## src/rtl/rsa_cipher.sv

```systemverilog
// RSA modular exponentiation engine: msg^exp mod N using constant-time right-to-left
// square-and-multiply built on a bit-serial interleaved modular multiplier.
module rsa_cipher #(
    parameter int WORD_WIDTH = 32
) (
    input  logic                  clk,
    input  logic                  rst,
    input  logic                  start,
    input  logic                  mode,
    input  logic [WORD_WIDTH-1:0] msg_in,
    input  logic [WORD_WIDTH-1:0] N,
    input  logic [WORD_WIDTH-1:0] e,
    input  logic [WORD_WIDTH-1:0] d,
    output logic                  busy,
    output logic                  done,
    output logic [WORD_WIDTH-1:0] result,
    output logic                  error
);

    localparam int CW = (WORD_WIDTH > 1) ? $clog2(WORD_WIDTH) : 1;
    localparam logic [CW-1:0] LAST = CW'(WORD_WIDTH - 1);

    typedef enum logic [2:0] {
        IDLE,
        CHECK,
        MUL,
        SQR,
        FIN
    } state_t;

    state_t                state_q, state_d;
    logic [WORD_WIDTH-1:0] n_q, n_d;
    logic [WORD_WIDTH-1:0] base_q, base_d;
    logic [WORD_WIDTH-1:0] exp_q, exp_d;
    logic [WORD_WIDTH-1:0] acc_q, acc_d;
    logic [WORD_WIDTH-1:0] t_q, t_d;
    logic [CW-1:0]         cnt_q, cnt_d;
    logic [CW-1:0]         idx_q, idx_d;
    logic [WORD_WIDTH-1:0] result_q, result_d;
    logic                  error_q, error_d;
    logic                  busy_q, busy_d;
    logic                  done_q, done_d;

    // One interleaved multiplier step: t = 2t mod N, then t = t + a mod N when the b bit is set.
    logic [WORD_WIDTH-1:0] mul_a;
    logic                  mul_bit;
    logic [WORD_WIDTH:0]   n_ext;
    logic [WORD_WIDTH:0]   t_dbl;
    logic [WORD_WIDTH:0]   t_red1;
    logic [WORD_WIDTH:0]   t_add;
    logic [WORD_WIDTH-1:0] prod;

    always_comb begin
        mul_a   = (state_q == MUL) ? acc_q : base_q;
        mul_bit = base_q[LAST - cnt_q];
        n_ext   = {1'b0, n_q};
        t_dbl   = {t_q, 1'b0};
        t_red1  = (t_dbl >= n_ext) ? (t_dbl - n_ext) : t_dbl;
        t_add   = mul_bit ? (t_red1 + {1'b0, mul_a}) : t_red1;
        prod    = (t_add >= n_ext) ? WORD_WIDTH'(t_add - n_ext) : t_add[WORD_WIDTH-1:0];
    end

    always_comb begin
        state_d  = state_q;
        n_d      = n_q;
        base_d   = base_q;
        exp_d    = exp_q;
        acc_d    = acc_q;
        t_d      = t_q;
        cnt_d    = cnt_q;
        idx_d    = idx_q;
        result_d = result_q;
        error_d  = error_q;
        busy_d   = busy_q;
        done_d   = 1'b0;

        case (state_q)
            IDLE: begin
                // The done cycle is spent in IDLE; a held start is taken on the cycle after it.
                if (done_q) begin
                    busy_d = 1'b0;
                end else if (start) begin
                    n_d      = N;
                    base_d   = msg_in;
                    exp_d    = mode ? d : e;
                    acc_d    = '0;
                    t_d      = '0;
                    cnt_d    = '0;
                    idx_d    = '0;
                    result_d = '0;
                    error_d  = 1'b0;
                    busy_d   = 1'b1;
                    state_d  = CHECK;
                end
            end
            CHECK: begin
                if ((n_q < WORD_WIDTH'(2)) || (base_q >= n_q)) begin
                    error_d  = 1'b1;
                    result_d = '0;
                    state_d  = FIN;
                end else begin
                    acc_d   = WORD_WIDTH'(1);
                    t_d     = '0;
                    cnt_d   = '0;
                    idx_d   = '0;
                    state_d = MUL;
                end
            end
            MUL: begin
                t_d   = prod;
                cnt_d = cnt_q + 1'b1;
                if (cnt_q == LAST) begin
                    t_d   = '0;
                    cnt_d = '0;
                    // Product always computed; only committed for a set exponent bit.
                    if (exp_q[idx_q]) begin
                        acc_d = prod;
                    end
                    state_d = SQR;
                end
            end
            SQR: begin
                t_d   = prod;
                cnt_d = cnt_q + 1'b1;
                if (cnt_q == LAST) begin
                    t_d    = '0;
                    cnt_d  = '0;
                    base_d = prod;
                    idx_d  = idx_q + 1'b1;
                    state_d = (idx_q == LAST) ? FIN : MUL;
                end
            end
            FIN: begin
                result_d = error_q ? '0 : acc_q;
                done_d   = 1'b1;
                state_d  = IDLE;
            end
            default: begin
                state_d = IDLE;
            end
        endcase
    end

    always_ff @(posedge clk or negedge rst) begin
        if (!rst) begin
            state_q  <= IDLE;
            n_q      <= '0;
            base_q   <= '0;
            exp_q    <= '0;
            acc_q    <= '0;
            t_q      <= '0;
            cnt_q    <= '0;
            idx_q    <= '0;
            result_q <= '0;
            error_q  <= 1'b0;
            busy_q   <= 1'b0;
            done_q   <= 1'b0;
        end else begin
            state_q  <= state_d;
            n_q      <= n_d;
            base_q   <= base_d;
            exp_q    <= exp_d;
            acc_q    <= acc_d;
            t_q      <= t_d;
            cnt_q    <= cnt_d;
            idx_q    <= idx_d;
            result_q <= result_d;
            error_q  <= error_d;
            busy_q   <= busy_d;
            done_q   <= done_d;
        end
    end

    assign busy   = busy_q;
    assign done   = done_q;
    assign result = result_q;
    assign error  = error_q;

endmodule

```

## config.mk

```make
export PLATFORM = sky130hd
export DESIGN_NAME = rsa_cipher
export DESIGN_NICKNAME = d
export VERILOG_FILES = /design/src/rtl/rsa_cipher.sv
export SDC_FILE = /design/constraint.sdc
export NUM_CORES = 1
export LEC_CHECK = 0
export CORE_MARGIN = 2
export CORE_UTILIZATION = 35
export DETAILED_ROUTE_END_ITERATION = 16
export PLACE_DENSITY = 0.6
export SLEW_MARGIN = 5
export SYNTH_ARGS = -nofsm -noshare
export SYNTH_HDL_FRONTEND = slang
export SYNTH_SLANG_ARGS = --single-unit
```

## constraint.sdc

```tcl
create_clock -name clk -period 10.1 [get_ports clk]
set_input_delay 3.03 -clock clk [delete_from_list [all_inputs] [get_ports clk]]
set_output_delay 3.03 -clock clk [all_outputs]
set_load 0.02 [all_outputs]
```

==> flow_metrics.tcl, run 1 <==
set metrics [dict create \
    dr.pass1.iters 5 \
    dieWidth_um 219 \
    cts_setup_buffers 0 \
    cp_data_arrival_time_ns 9.86 \
    rsz0062_at_grt "no" \
    clk_latency_ns 0.56 \
    nets 2213 \
    core-area_mm2 0.0455 \
    final_core_util_pct 42.2 \
    grt_pass1_wl_mm 92.8 \
    hold_path_class "reg2reg" \
    postCtsHoldBufs 0 \
    via_per_inst 5.87 \
    num_rows 78 \
    crit_path_end_kind "flip-flop" \
    synth_ff_type "dfrtp_1" \
    placedCellCount 2519 \
    syn_inst 1832 \
    dp_hpwl_mm 47.1 \
    seq_area_mm2 0.00520 \
    vias 15000 \
    cts-resized-gates 0 \
    ys_warn_count 0 \
    ioPinCount 167 \
    detail-route-antenna-nets 0 \
    slowest_stage "dfrtp_1" \
    crit_type "reg2reg" \
    overflow 0 \
    routabilityCongestion 0.989 \
    syn_area_mm2 0.0162 \
    fin_setup_tns_ns 0 \
    grt_max_degree 99 \
    die_h_um 219 \
    areaGrowthSynthToFinish_pct 18.9 \
    fin_crit_ns 9.42 \
    fin_skew_ns 0.0206 \
    final_max_slew_viol_count 0 \
    ys_ff_latch 208 \
    crit_path_max_incr_delay_ns 0.52 \
    grt_pass1_vias 15100 \
    syn-num-nets 2099 \
    startpoint_type "flip-flop" \
    worstMarginPinSlew_ns 1.24 \
    setup_violations 0 \
    min_period_over_period_pct 93.3 \
    ys_async_sr_fraction_pct 100 \
    drive_gt1_share_pct 8.81 \
    antenna_found_initial 2 \
    drc_errors 0 \
    port_buffers 166 \
    drt-wirelength-per-cell_um 23.9 \
    fmaxAchievable_mhz 106 \
    fin_cells 2563 \
    hold_viol 0 \
    clock-sinks 208 \
    ys_types 72 \
    tritoncts "done" \
    track_usage_pct 25.6 \
    cts_root_buf "clkbuf_16" \
    crit_fanout 27 \
    path_clk_slew_ns 0.06 \
    synth_edf_count 0 \
    routed_wl_mm 61.1 \
    yosysSeqAreaShare_pct 32.2 \
    cts_buffers 25 \
    htree_levels 1 \
    status "finished clean" \
    start_util_pct 35.5 \
    synth_area_per_cell_um2 8.82 \
    multi_input_comb_area_mm2 0.0104 \
    antenna_cells 0 \
    critPathRequiredTime_ns 10.54 \
    clockBufferDepth 3 \
    num-fill-cells 4474 \
    drt_iter0_drc 1388 \
    die_area_mm2 0.0479 \
    drv_cap 0 \
    max_slew_margin_pct 17.6 \
]
cells in the final DEF, fill, tap and decap left out, types with 12 or more instances in the layout:
cell type	n
a211oi_1	15
a21o_1	75
a21oi_1	129
a22o_1	66
a31oi_1	16
and3_1	29
buf_4	17
clkbuf_16	25
clkdlybuf4s50_1	164
dfrtp_1	208
ha_1	132
inv_1	60
mux2_2	62
mux2i_1	53
mux4_2	17
nand2_1	280
nand2b_1	13
nand3_1	36
nand4_1	28
nor2_1	66
nor2b_1	14
nor3_1	14
o21a_1	14
o21ai_0	162
o21ai_1	12
o21bai_1	20
xnor2_1	48
xor2_1	32
flip-flops by register name, summed over array words and instances (netlist names):
name     count
t_q         32
cnt_q        5
busy         1
n_q         32
state_q      3
done         1
base_q      32
result      32
acc_q       32
exp_q       32
idx_q        5
error        1
cells in the mapped netlist (all sizes together), types with 5 or more instances:
master	instances	share of area, %
mux2i	53	3.3
o2111ai	5	0.27
o31a	6	0.33
a211o	5	0.27
nor4	9	0.35
a21o	76	3.5
and2	10	0.39
xor2	33	1.8
o31ai	6	0.28
a221oi	5	0.38
o21bai	20	0.93
nand4	28	1.1
mux2	70	5.0
and3	29	1.1
inv	60	1.4
nand2	282	6.6
o21ai	174	5.4
nor2b	14	0.54
xnor2	48	2.6
dfrtp	208	32
a2111oi	6	0.37
nand2b	14	0.54
a22o	66	3.6
or3	10	0.39
mux4	17	2.4
or2	6	0.23
o21a	14	0.65
a21oi	132	4.1
nand3	36	1.1
nor3	14	0.43
a211oi	15	0.70
clkbuf	74	1.7
ha	132	10
a31oi	16	0.62
buf	22	0.76
nor2	71	1.7
final timing paths:
kind                            from          to  slack (ns)  depth (start not counted)
max reg2reg                   n_q[1]   base_q[7]        0.68                         33
max                           n_q[1]   base_q[7]        0.68                         33
min in group asynchronous        rst   exp_q[31]        2.47                          1
max in group asynchronous        rst  base_q[29]        6.15                          2
min reg2reg                exp_q[21]   exp_q[21]        0.47                          2
min                        exp_q[21]   exp_q[21]        0.47                          2
metrics by stage:
step / hold WS (ns) / setup WS, ns / cell area, um2
finish: 0.474 / 0.676 / 19200
CTS: 0.479 / 0.760 / 19200
floorplan: 0.445 / 2.68 / 16200
global route: 0.502 / 0.309 / 19200
global placement: 0.459 / 0.830 / 18300
detailed placement: 0.465 / 0.777 / 18300
layout make-up:
cell class              count  area share (%)
well taps                 600            3.91
repair buffers            183            9.32
multi-input cells        1468            53.9
inverters                  60            1.17
flip-flops and latches    208            27.1
clock buffers              33            3.73
clock inverters            11           0.815
cell families after synthesis:
kind of cell	count (synthesis)	synth area share [%]
xor gates and xnor gates	81	4.44
buffers and inverters	156	3.87
adders and majority gates	135	10.6
muxes	140	10.7
and+or+nand+nor	533	14.9
DFF	208	32.2
AOI/OAI and AO/OA	579	23.2
metal layers:
metal	part of all wire, %	wire length (um)	track usage [%]
met1	42	25700	33.8
met2	46	28000	41.9
met3	7.7	4710	3.85
met4	4.5	2720	10.3
met5	0	0	0
critical path, delay by kind of cell (launching register included):
kind	cells	cell delay (ns)
adder cells (fa/ha/maj)	4	1.15
AND/OR/NAND/NOR	4	0.71
XOR/XNOR	1	0.16
buffers and inverters	3	0.52
multiplexers	2	0.73
AO/OA/AOI/OAI	19	5.48
flip-flops	1	0.52
Power of run 1 is left out: the tool's default activity adds up to more than one toggle a clock period on the data nets, which glitch-free logic cannot reach.
==> inputs of run 2 (changes only) <==
Settings changed: CORE_ASPECT_RATIO set to 2, CTS_CLUSTER_DIAMETER set to 40.
==> run 2 against run 1 <==
Net effect:
- global-route usage rose by 2.5 points
- critical path depth fell by 2
- final area rose by 2.0%
- utilization rose by 0.66 points
- count of clock-buffer cells in the layout fell by 1
- highest routed layer unchanged
==> flow_metrics.tcl, run 2 (synthesis results as in run 1) <==
set metrics [dict create \
    path_clk_slew_ns 0.07 \
    hold_viol 0 \
    cts-resized-gates 0 \
    num-fill-cells 4521 \
    track_usage_pct 28.1 \
    tritoncts "done" \
    port_buffers 166 \
    drc_errors 0 \
    final_max_slew_viol_count 0 \
    die_h_um 308 \
    crit_top_cell "o21ai_0" \
    cp_data_arrival_time_ns 9.66 \
    slowest_stage "o21ai_0" \
    die_area_mm2 0.0480 \
    hold_path_class "reg2reg" \
    dr.pass1.iters 5 \
    setup_violations 0 \
    routabilityCongestion 1.01 \
    drive_gt1_share_pct 11.1 \
    critPathTopFamily "compound AO/OA/AOI/OAI gates" \
    drv_cap 0 \
    crit_fanout 15 \
    placedCellCount 2526 \
    r2r_cells 31 \
    nets 2258 \
    crit_path_end_kind "flip-flop" \
    overflow 0 \
    grt_pass1_wl_mm 99.5 \
    grt_pass1_vias 15800 \
    htree_levels 1 \
    layout_commonest_cell "nand2_1" \
    min_period_over_period_pct 90.9 \
    fmaxAchievable_mhz 109 \
    cts_buffers 28 \
    core-area_mm2 0.0457 \
    reg2reg_setup_slack_ns 0.92 \
    crit_type "reg2reg" \
    postCtsHoldBufs 0 \
    cts_root_buf "clkbuf_16" \
    max_slew_margin_pct 27.2 \
    start_util_pct 35.3 \
    status "finished clean" \
    fin_setup_tns_ns 0 \
    min_from "exp_q[14]" \
    most-common-layout-cells "280 x nand2_1, 208 x dfrtp_1, 164 x clkdlybuf4s50_1" \
    startpoint_type "flip-flop" \
    clk_latency_ns 0.60 \
    fin_skew_ns 0.0214 \
    areaGrowthSynthToFinish_pct 21.3 \
    clock-sinks 208 \
    cts_setup_buffers 0 \
    routed_wl_mm 67.3 \
    clockBufferDepth 3 \
    fin_cells 2579 \
    num_rows 111 \
    worst-path-buf-inv 2 \
    vias 15100 \
    crit_path_max_incr_delay_ns 0.59 \
    worstMarginPinSlew_ns 1.09 \
    grt_max_degree 85 \
    hold-path-endpoint "exp_q[14]" \
    drt-wirelength-per-cell_um 26.1 \
    dp_hpwl_mm 52.6 \
    rsz0062_at_grt "no" \
    ioPinCount 167 \
    dieWidth_um 156 \
    fin_crit_ns 9.18 \
    via_per_inst 5.86 \
    r2r_end "base_q[7]" \
    antenna_found_initial 1 \
    drt_iter0_drc 1025 \
    detail-route-antenna-nets 0 \
    r2r_start "n_q[1]" \
    hold_depth 2 \
    critPathRequiredTime_ns 10.58 \
]
run 2: changes by cell type in the layout (fill, tap and decap cells not counted), sizes merged:
cell    delta
inv        +8
clkinv     +4
bufinv     -3
clkbuf     -1
diode      +1
buf       +42
run 2: worst max-delay path by stage:
| stage | startpoint | endpoint | slack, ns | depth (start not counted) |
|---|---|---|---|---|
| 2_1_floorplan | n_q[6] | t_q[23] | 2.68 | 34 |
| 3_3_place_gp | n_q[1] | base_q[7] | 1.19 | 31 |
| 3_5_place_dp | n_q[1] | base_q[7] | 1.15 | 31 |
| 4_1_cts | n_q[1] | base_q[7] | 1.11 | 31 |
| 5_1_grt | n_q[1] | t_q[0] | 0.42 | 30 |
| 6_report | n_q[1] | base_q[7] | 0.92 | 31 |
run 2: worst min-delay path, cell delays in order (launching register included):
cell and delay, ns:
dfrtp_1 0.34, nand2_1 0.05, o21ai_0 0.06
run 2: cell type report:
| cell class | count | area [um2] | area share (%) |
|---|---|---|---|
| Multi-Input combinational cell | 1468 | 10300 | 52.8 |
| Sequential cell | 208 | 5200 | 26.6 |
| Timing Repair Buffer | 225 | 2130 | 10.9 |
| Clock buffer | 32 | 747 | 3.81 |
| Tap cell | 565 | 707 | 3.61 |
| Inverter | 60 | 225 | 1.15 |
| Clock inverter | 20 | 224 | 1.14 |
| Antenna cell | 1 | 2.50 | 0.0128 |
run 2: metal layers:
layer  vias to the layer above  wire length, um  global-route usage (%)
met4                         0             5950                    21.2
met1                      7275            22900                    28.4
met2                       647            34900                    51.8
met5                         -                0                       0
met3                       176             3590                    3.45
li1                       7016                -                       -
run 2: through the flow:
stage	hold WS [ns]	util, %	instance area [um2]	setup slack (ns)
after floorplan	0.445	-	16200	2.68
after global placement	0.457	40.7	18600	1.19
after detailed placement	0.471	40.7	18600	1.15
after CTS	0.486	42.9	19600	1.11
after global routing	0.512	42.9	19600	0.418
final	0.484	42.9	19600	0.916
Power of run 2 is left out for the same reason.
==> inputs of run 3 (changes only) <==
Settings changed: CORE_ASPECT_RATIO 2 to 0.6, CORE_MARGIN 2 to 4.
==> run 3 against run 2 <==
Net effect:
- final cell count is 1.6% higher
- first-iteration DRC count is 57% higher
- clock skew is 0.0078 ns higher
- routed wire length is 4.6% lower
- worst setup slack worse by 0.34 ns
- largest cell class unchanged
- hold slack worse by 0.0050 ns
- non-clock buffer count is 18 lower
- critical path depth stayed put
- critical path type unchanged
- register-to-register slack worse by 0.34 ns
- utilization is 0.63 points higher
- final area is 0.36% higher
==> flow_metrics.tcl, run 3 (synthesis results as in run 1) <==
set metrics [dict create \
    r2r_end "base_q[7]" \
    start_util_pct 35.7 \
    drc_errors 0 \
    cts-resized-gates 0 \
    hold_viol 0 \
    drt-wirelength-per-cell_um 24.5 \
    routed_wl_mm 64.3 \
    layout_commonest_cell "nand2_1" \
    cts_buffers 30 \
    track_usage_pct 25.3 \
    reg2reg_setup_slack_ns 0.57 \
    dr.pass1.iters 6 \
    clock-sinks 208 \
    routabilityCongestion 1.03 \
    detail-route-antenna-nets 0 \
    htree_levels 1 \
    die_area_mm2 0.0498 \
    preCtsSetupSlack_ns 0.843 \
    via_per_inst 5.79 \
    overflow 0 \
    dieWidth_um 285 \
    crit_type "reg2reg" \
    worstSetupStartpoint "n_q[1]" \
    worstMarginPinSlew_ns 1.10 \
    hold_ws_ns 0.479 \
    port_buffers 166 \
    hold-path-endpoint "busy" \
    status "finished clean" \
    vias 15200 \
    rsz0062_at_grt "no" \
    core-area_mm2 0.0452 \
    r2r_cells 31 \
    fin_skew_ns 0.0293 \
    drive_gt1_share_pct 10.5 \
    min_period_over_period_pct 94.3 \
    clockBufferDepth 3 \
    hold_path_class "reg2reg" \
    startpoint_type "flip-flop" \
    postCtsHoldBufs 0 \
    cp_data_arrival_time_ns 10.00 \
    path_clk_slew_ns 0.07 \
    r2r_start "n_q[1]" \
    cts_root_buf "clkbuf_16" \
    tritoncts "done" \
    crit_fanout 23 \
    final_max_slew_viol_count 0 \
    grt_pass1_vias 14700 \
    crit_path_max_incr_delay_ns 0.87 \
    areaGrowthSynthToFinish_pct 21.7 \
    min_from "done" \
    antenna_found_initial 5 \
    setup_violations 0 \
    dp_hpwl_mm 50.1 \
    max_slew_margin_pct 26.8 \
    setup_slack_ns 0.575 \
    cts_setup_buffers 0 \
    die_h_um 174 \
    hold_depth 1 \
    grt_pass1_wl_mm 95.6 \
    fmaxAchievable_mhz 105 \
    drt_iter0_drc 1613 \
    ioPinCount 167 \
    clk_latency_ns 0.60 \
    num_rows 60 \
    fin_crit_ns 9.53 \
    slowest_stage "a21oi_2" \
    nets 2242 \
    final_core_util_pct 43.5 \
    critPathRequiredTime_ns 10.57 \
    most-common-layout-cells "280 x nand2_1, 208 x dfrtp_1, 164 x clkdlybuf4s50_1" \
    crit_path_end_kind "flip-flop" \
    grt_max_degree 99 \
    fin_setup_tns_ns 0 \
    drv_cap 0 \
]
## run 3: changes by cell type in the layout (fill, tap and decap cells not counted), sizes merged
| cell | previous run | this run |
|---|---|---|
| buf | 61 | 43 |
| bufinv | 0 | 4 |
| clkinvlp | 3 | 1 |
| inv | 70 | 71 |
## run 3: routing by layer
| layer | global-route usage (%) | wire [um] |
|---|---|---|
| met5 | 2.40 | 195 |
| met4 | 4.67 | 1370 |
| met3 | 9.13 | 7580 |
| met2 | 32.9 | 23900 |
| met1 | 39.2 | 31200 |
## run 3: worst max-delay path by stage
stage / to / depth (start not counted)
after floorplan: t_q[23] / 34
after global placement: base_q[7] / 31
after detailed placement: t_q[0] / 30
after CTS: base_q[7] / 31
after global routing: t_q[1] / 30
final: base_q[7] / 31
## run 3: cell type report
type	count	area, um2
Antenna cell	1	2.50
Clock buffer	32	768
Clock inverter	23	328
Fill cell	4412	25500
Inverter	60	225
Multi-Input combinational cell	1468	10300
Sequential cell	208	5200
Tap cell	620	776
Timing Repair Buffer	207	2010
## run 3: worst max-delay path, delay by kind of cell, from the launching register on
family	cells	cell delay, ns
DFF	1	0.57
muxes	2	0.60
adders and majority gates	3	1.07
and+or+nand+nor	3	0.46
AOI/OAI and AO/OA	20	6.07
xor gates and xnor gates	1	0.17
buffers and inverters	2	0.41
## run 3: stage by stage
step	area, um2	instances
2_1_floorplan	16200	1832
3_3_place_gp	18600	2563
5_1_grt	19700	2619
4_1_cts	19700	2618
3_5_place_dp	18600	2563
6_report	19700	2619
Power of run 3 is left out for the same reason.
